[config.mk]
export PLATFORM = sky130hd
export DESIGN_NAME = debug_ctrl
export DESIGN_NICKNAME = d
export VERILOG_FILES = /design/src/rtl/debug_ctrl.sv
export SDC_FILE = /design/constraint.sdc
export NUM_CORES = 1
export LEC_CHECK = 0
export CAP_MARGIN = 30
export CORE_MARGIN = 2
export CORE_UTILIZATION = 37
export DETAILED_ROUTE_END_ITERATION = 12
export PLACE_DENSITY_LB_ADDON = 0.12
export SLEW_MARGIN = 0
export SYNTH_ARGS = -nofsm -noshare
export SYNTH_HDL_FRONTEND = slang
export SYNTH_SLANG_ARGS = --single-unit
export TNS_END_PERCENT = 10
[constraint.sdc]
create_clock -name clk -period 1.68 [get_ports clk]
set_input_delay 0.252 -clock clk [delete_from_list [all_inputs] [get_ports clk]]
set_output_delay 0.252 -clock clk [all_outputs]
set_load 0.02 [all_outputs]
[src/rtl/debug_ctrl.sv]
// Debug sequencer between board I/O and the CPU: turns a synchronized button strobe plus a
// switch word into run/pause, single-step and register/memory read-out operations.
module debug_ctrl #(
    parameter int MEM_LAT = 1,
    parameter int RF_LAT  = 0,
    parameter int MEM_AW  = 8
) (
    input  logic              clk,
    input  logic              rst,
    input  logic [15:0]       data,
    input  logic              en,
    input  logic [31:0]       rf_rdata,
    input  logic [31:0]       mem_rdata,
    output logic              cpu_en,
    output logic [4:0]        rf_raddr,
    output logic [MEM_AW-1:0] mem_raddr,
    output logic              dbg_mem_sel,
    output logic [15:0]       result,
    output logic              busy,
    output logic              running
);

    // Handshake: en is a raw level; cmd_go is a one-cycle pulse on its synchronized rising
    // edge and is acted on only in IDLE or RUN, otherwise it is dropped.
    typedef enum logic [2:0] {
        S_IDLE, S_RUN, S_STEP, S_RD_ADDR, S_RD_WAIT, S_RD_CAP
    } state_t;

    localparam logic [1:0] OP_STEP = 2'b00;
    localparam logic [1:0] OP_RUN  = 2'b01;
    localparam logic [1:0] OP_MEM  = 2'b11;
    localparam logic [2:0] MEM_L3  = 3'(MEM_LAT);
    localparam logic [2:0] RF_L3   = 3'(RF_LAT);

    state_t     state;
    logic [2:0] en_sync;
    logic [2:0] cmd_reg;
    logic       resume;
    logic [2:0] cnt;

    logic       cmd_go;
    logic [1:0] new_op;
    logic       cur_mem;
    logic [2:0] cur_lat;
    logic [31:0] rdata;
    logic [15:0] rhalf;
    logic       unused_bits;

    assign cmd_go  = en_sync[1] & ~en_sync[2];
    assign new_op  = data[15:14];
    assign cur_mem = (cmd_reg[2:1] == OP_MEM);
    assign cur_lat = cur_mem ? MEM_L3 : RF_L3;
    assign rdata   = cur_mem ? mem_rdata : rf_rdata;
    assign rhalf   = cmd_reg[0] ? rdata[31:16] : rdata[15:0];
    assign unused_bits = ^data[12:0];

    always_ff @(posedge clk or posedge rst) begin
        if (rst) begin
            en_sync <= 3'b000;
        end else begin
            en_sync <= {en_sync[1:0], en};
        end
    end

    always_ff @(posedge clk or posedge rst) begin
        if (rst) begin
            state       <= S_IDLE;
            cmd_reg     <= 3'b000;
            resume      <= 1'b0;
            cnt         <= 3'd0;
            cpu_en      <= 1'b0;
            dbg_mem_sel <= 1'b0;
            rf_raddr    <= 5'd0;
            mem_raddr   <= '0;
            result      <= 16'h0000;
            busy        <= 1'b0;
            running     <= 1'b0;
        end else if (cmd_go && new_op[1] && (state == S_IDLE || state == S_RUN)) begin
            // Read start: cpu_en falls on the same edge dbg_mem_sel rises, so the two never overlap.
            cmd_reg     <= data[15:13];
            resume      <= (state == S_RUN);
            state       <= S_RD_ADDR;
            cpu_en      <= 1'b0;
            running     <= 1'b0;
            busy        <= 1'b1;
            dbg_mem_sel <= (new_op == OP_MEM);
            if (new_op == OP_MEM) begin
                mem_raddr <= data[MEM_AW-1:0];
            end else begin
                rf_raddr <= data[4:0];
            end
        end else begin
            case (state)
                S_IDLE: begin
                    if (cmd_go) begin
                        cmd_reg <= data[15:13];
                        if (new_op == OP_STEP) begin
                            state  <= S_STEP;
                            cpu_en <= 1'b1;
                            busy   <= 1'b1;
                        end else if (new_op == OP_RUN) begin
                            state   <= S_RUN;
                            cpu_en  <= 1'b1;
                            running <= 1'b1;
                        end
                    end
                end
                S_RUN: begin
                    // Both STEP and the toggle pause a running CPU.
                    if (cmd_go) begin
                        cmd_reg <= data[15:13];
                        state   <= S_IDLE;
                        cpu_en  <= 1'b0;
                        running <= 1'b0;
                    end
                end
                S_STEP: begin
                    state  <= S_IDLE;
                    cpu_en <= 1'b0;
                    busy   <= 1'b0;
                end
                S_RD_ADDR: begin
                    if (cur_lat == 3'd0) begin
                        result <= rhalf;
                        state  <= S_RD_CAP;
                    end else begin
                        cnt   <= cur_lat - 3'd1;
                        state <= S_RD_WAIT;
                    end
                end
                S_RD_WAIT: begin
                    if (cnt == 3'd0) begin
                        result <= rhalf;
                        state  <= S_RD_CAP;
                    end else begin
                        cnt <= cnt - 3'd1;
                    end
                end
                S_RD_CAP: begin
                    dbg_mem_sel <= 1'b0;
                    busy        <= 1'b0;
                    if (resume) begin
                        state   <= S_RUN;
                        cpu_en  <= 1'b1;
                        running <= 1'b1;
                    end else begin
                        state <= S_IDLE;
                    end
                end
                default: begin
                    state  <= S_IDLE;
                    cpu_en <= 1'b0;
                    busy   <= 1'b0;
                end
            endcase
        end
    end

endmodule

* Word-level counts from Yosys, hierarchy flattened
Index checks and enable logic that the tools add are counted.
Storage, ports and cells: word-level logic and storage cells 101, input port bits 83, output and inout port bits 33, bits in registers 46
Operators by class: reduce and logical (&&, ||, !) cells 24, add/sub/neg operators 2, equal/unequal tests 21, bitwise operators 4, mux-type cells 38
Operators by type and width (count):
- $mux W16 | 3
- $mux W3 | 11
- $mux W32 | 1
- $pmux W16 S2 | 1
- $mux W1 | 17
- $pmux W3 S5 | 1
- $reduce_and A4 Y1 | 3
- $logic_not A3 Y1 | 3
- $ne A3 B3 Y1 const B | 3
- $ne A2 B2 Y1 const B | 4
- $reduce_bool A2 Y1 | 4
- $eq A3 B3 Y1 const B | 2
- $ne A3 B1 Y1 const B | 2
- $ne A3 B2 Y1 const B | 2
- $pmux W3 S2 | 1
- $reduce_and A2 Y1 | 3
- $reduce_and A6 Y1 | 1
- $reduce_and A5 Y1 | 1
- $eq A2 B2 Y1 const B | 2
- $ne A2 B1 Y1 const B | 2
- $ne A4 B1 Y1 const B | 1
- $pmux W1 S4 | 1
- $reduce_bool A4 Y1 | 1
- $reduce_or A2 Y1 | 2
- 14 further kinds | 17

* Depth between registers and ports, before layout
word-level depth 6, gate-level depth with buffers 6

* Worst setup path after synthesis
No wires, ideal clock.
kind reg-to-reg, start reg cmd_reg[0], end reg result[10], path slack -56 ps, period minus slack after synthesis 1736 ps, path buffers 2, arrival time 1612 ps, stages on the path, launching flop included 5, cell sequence dfrtp_1 buf_2 buf_2 mux4_2 mux2_2
On the way: longest elaborated chain between the ends 3
Ends and longest elaborated chain:
- from (decl) | line 37 | logic [2:0] cmd_reg;
- from (signal assigned) | line 80 | cmd_reg <= data[15:13];
- from (signal assigned) | line 96 | cmd_reg <= data[15:13];
- from (signal assigned) | line 111 | cmd_reg <= data[15:13];
- $mux W16 * | line 54 | assign rhalf = cmd_reg[0] ? rdata[31:16] : rdata[15:0];
- $mux W16, on equally long branches | line 132, 123
- $pmux W16 S2 * | line 93 | case (state)
- to (signal assigned) | line 124 | result <= rhalf;
- to (signal assigned) | line 133 | result <= rhalf;
- to (decl) | line 18 | output logic [15:0] result,
Mark *: on every way between the ends. The rest lies on a longest branch, timed or not. The select of a mux whose other input is x is not followed. A chain may end at the register's enable or synchronous reset.

* Final worst setup path
start reg en_sync[2], end reg mem_raddr[4]
On the way: longest elaborated chain between the ends 5
Ends and longest elaborated chain:
- from (decl) | line 36 | logic [2:0] en_sync;
- from (signal assigned) | line 61 | en_sync <= {en_sync[1:0], en};
- $not A1 Y1 | line 49 | assign cmd_go = en_sync[1] & ~en_sync[2];
- $and A1 B1 Y1 | line 49
- $logic_and A1 B1 Y1 (2 in series) | line 78 | end else if (cmd_go && new_op[1] && (state == S_IDLE || state == S_RUN)) begin
- $reduce_and A2 Y1 (no line)
- to (signal assigned) | line 88 | mem_raddr <= data[MEM_AW-1:0];
- to (decl) | line 16 | output logic [MEM_AW-1:0] mem_raddr,
Every way passes these cells.

==> flow_summary_export.csv <==
group,metric,value,unit
outcome,outcome,"finished, final reports clean",
global_routing,grt-ovfl-total,0,
yosys,synth.avg_cell_area,14.1,um^2
global_routing,grt_pass1_vias,2005,
layout,regArea,1150,um^2
place,portBuffers,110,
global_routing,grt_first_pass_wirelength,9.54,mm
layout,finalNonFillerCells,370,
drt,wl,5.70,mm
layout,multiInputGateArea,1150,um^2
yosys,netlist_area,2360,um^2
global_routing,track_usage,17.1,%
sta,finalSetupViolCount,0,
critical_path,worstSetupPathType,"reg -> reg",
yosys,ys_top_cells_by_area,"dfrtp_1 (49%), mux4_2 (15%), mux2_2 (12%), mux2_4 (5.1%), nand2_1 (1.4%)",
pwr,internal_power,0.00359,W
place,pre_cts_slack,-0.218,ns
sta,report.final.hold_viol_count,0,
sta,timing.final.crit_share,99.1,%
cts,cts_buffers,5,
pwr,leakage,1.59,nW
global_routing,grt_max_degree,47,
floorplanning,die_h,83.8,um
drt,wl_per_cell,15.4,um
drt,routed_via_density,5.04,
sta,fmax,600,MHz
layout,drive_gt1_share,28.7,%
place,dpl.cell_count,361,
layout,nNetsFinal,377,
cts,clkTransAtPathRegs,0.08,ns
yosys,synthArstFlopShare,100,%
cts,tritoncts,"built",
floorplanning,start_util,37.8,%
drt,vias,1865,
yosys,synth-seq-area-share,48.9,%
pwr,p_per_area,1440,nW/um^2
sta,setup_tns,0,ns
critical_path,cpLargestDelayFamily,"simple AND/OR/NAND/NOR gates",
yosys,synth.top_cells.by_count,"dfrtp_1 (46), mux2_2 (26), mux4_2 (16)",
yosys,syn-num-nets,252,
sta,layout_setup_ws,0.0147,ns
layout,finalInstanceArea,3800,um^2
yosys,yosys.area.top_type,"dfrtp_1",
yosys,synth.most_common_cell,"dfrtp_1",
min_path,hold_class,"in -> async",
pwr,pwr-share-seq,33.7,%
drt,drc_errors,0,
critical_path,cp_cell_sequence,"nor2b_4, nand2_2, or4b_1, buf_6, mux2_4",
drt,dr.first_iter.drc_count,31,
cts,clk_latency,0.30,ns
critical_path,worst-path-buf-inv,1,
critical_path,critPathLaunchType,"flip-flop",
layout,top_register,"result",
cts,postCtsHoldBufs,0,
global_routing,antenna_found_initial,0,
floorplanning,fp.dieW,83.8,um
cts,cts_root_buffer,"clkbuf_8",
drt,first_pass_iters,4,
layout,fillerInstances,498,
layout,reg_top3,"result x16, mem_raddr x8, rf_raddr x5",
floorplanning,io_pins,116,
yosys,yosys.area.top_type_share,48.9,%
pwr,combPwrFrac,53.6,%
pwr,clockPowerShare,12.7,%
critical_path,cpMaxStageDelayCell,"or4b_1",
layout,diodes,0,
critical_path,cpPeakStageDelay,0.48,ns
yosys,ys_types,36,
yosys,synth-edff-count,0,
sta,fin_hold_ws,0.340,ns
critical_path,cp-end-kind,"flip-flop",
cts,cts.sinks,46,
pwr,worst_ir_drop_vdd,0.767,mV
critical_path,worstPathArrival,1.85,ns
yosys,synthFlopType,"dfrtp_1",
pwr,switching_share,34.2,%
critical_path,crit_required,1.86,ns
run,cap_violations,0,
floorplanning,core,6240,um^2
place,place_area,3680,um^2
sta,max_slew_margin,82.1,%
place,gp_congestion,0.739,
drt,drt.antenna.violating_nets,0,
place,hpwl,4.39,mm
layout,largest_reg_flops,16,
sta,clock_skew,0.00604,ns
sta,grt_setup_unrepaired,"yes",
cts,cts_buffer_depth,2,
cts,htree_levels,2,
floorplanning,fp.dieArea,7020,um^2
yosys,synth_cells,167,
critical_path,worstPathMaxFanout,9,
yosys,yosysWarningCount,0,
sta,worst_pin_slew,0.268,ns
pwr,p_sw,0.00187,W
yosys,ys_ff_latch,46,
sta,fin_crit,1.67,ns
floorplanning,rows,29,
sta,finalMaxSlewViolations,0,
layout,area_growth,61.4,%
routing by layer:
metal	part of all wire, %	up-vias	GRT usage, %
met2	51	63	29.5
met5	0	-	0
met3	5.8	14	4.06
li1	-	876	-
met4	2.3	0	5.87
met1	41	912	21.1
path summary, 6_finish.rpt:
| kind | start | end | slack [ns] | cells past startpoint |
|---|---|---|---|---|
| worst max-delay path | en_sync[2] | mem_raddr[4] | 0.01 | 5 |
| worst min-delay path | rst | result[7] | 0.34 | 3 |
| worst max register to register | en_sync[2] | mem_raddr[4] | 0.01 | 5 |
| worst min register to register | en_sync[0] | en_sync[1] | 0.36 | 0 |
| max in group asynchronous | rst | state[2] | 1.12 | 3 |
| min in group clk | en_sync[0] | en_sync[1] | 0.36 | 0 |
stage by stage:
step           total power, W  utilization [%]
2_1_floorplan         0.00348                -
3_3_place_gp          0.00476             59.0
3_5_place_dp          0.00481             59.0
4_1_cts               0.00554             60.8
5_1_grt               0.00580             60.9
6_report              0.00546             60.9
tightest hold or removal path, delay by kind of cell:
| family | cells | cell delay (ns) |
|---|---|---|
| buf+inv | 3 | 0.75 |
final cells by class:
| class | count | share of cell area [%] |
|---|---|---|
| clock buffer | 7 | 2.27 |
| clock inverter | 1 | 0.132 |
| inverter | 4 | 0.395 |
| multi-input combinational | 106 | 30.3 |
| sequential | 46 | 30.3 |
| tap | 77 | 2.53 |
| timing repair buffer | 129 | 34.1 |
cell families after synthesis:
logic type	after synthesis	share of synthesized area (%)
mux	50	32.8
fa+ha+maj	2	1.06
simple gates	35	8.71
buf+inv	15	2.97
compound gates	19	5.58
flops	46	48.9
power by group through the flow:
stage / clock network [W] / registers, W / logic [W]
2_1_floorplan: 0 / 0.00227 / 0.00121
3_3_place_gp: 0 / 0.00185 / 0.00291
3_5_place_dp: 0 / 0.00186 / 0.00296
4_1_cts: 0.000719 / 0.00184 / 0.00298
5_1_grt: 0.000768 / 0.00190 / 0.00314
6_report: 0.000694 / 0.00184 / 0.00293
layout by cell type, fill, tap and decap left out, types with 2 or more instances in the layout:
cell type and instances:
mux2_4 8, buf_4 14, nor2_1 6, nand2b_1 3, nand3_1 4, nand2_1 8, clkbuf_8 6, o21ai_0 2
o21a_1 2, buf_12 4, clkdlybuf4s50_1 110, ha_1 2, inv_1 3, mux2_2 26, or4_1 2, a31oi_1 3
o31ai_1 2, dfrtp_1 45, mux4_2 16, a21oi_1 3
repair_timing:
item	4_1_cts	5_1_grt
endpoints found under the hold margin	0	0
endpoints found under the setup margin	10	11
resized for setup	2	3
setup buffers	1	0
No activity file was read; power rests on OpenSTA's default activity.
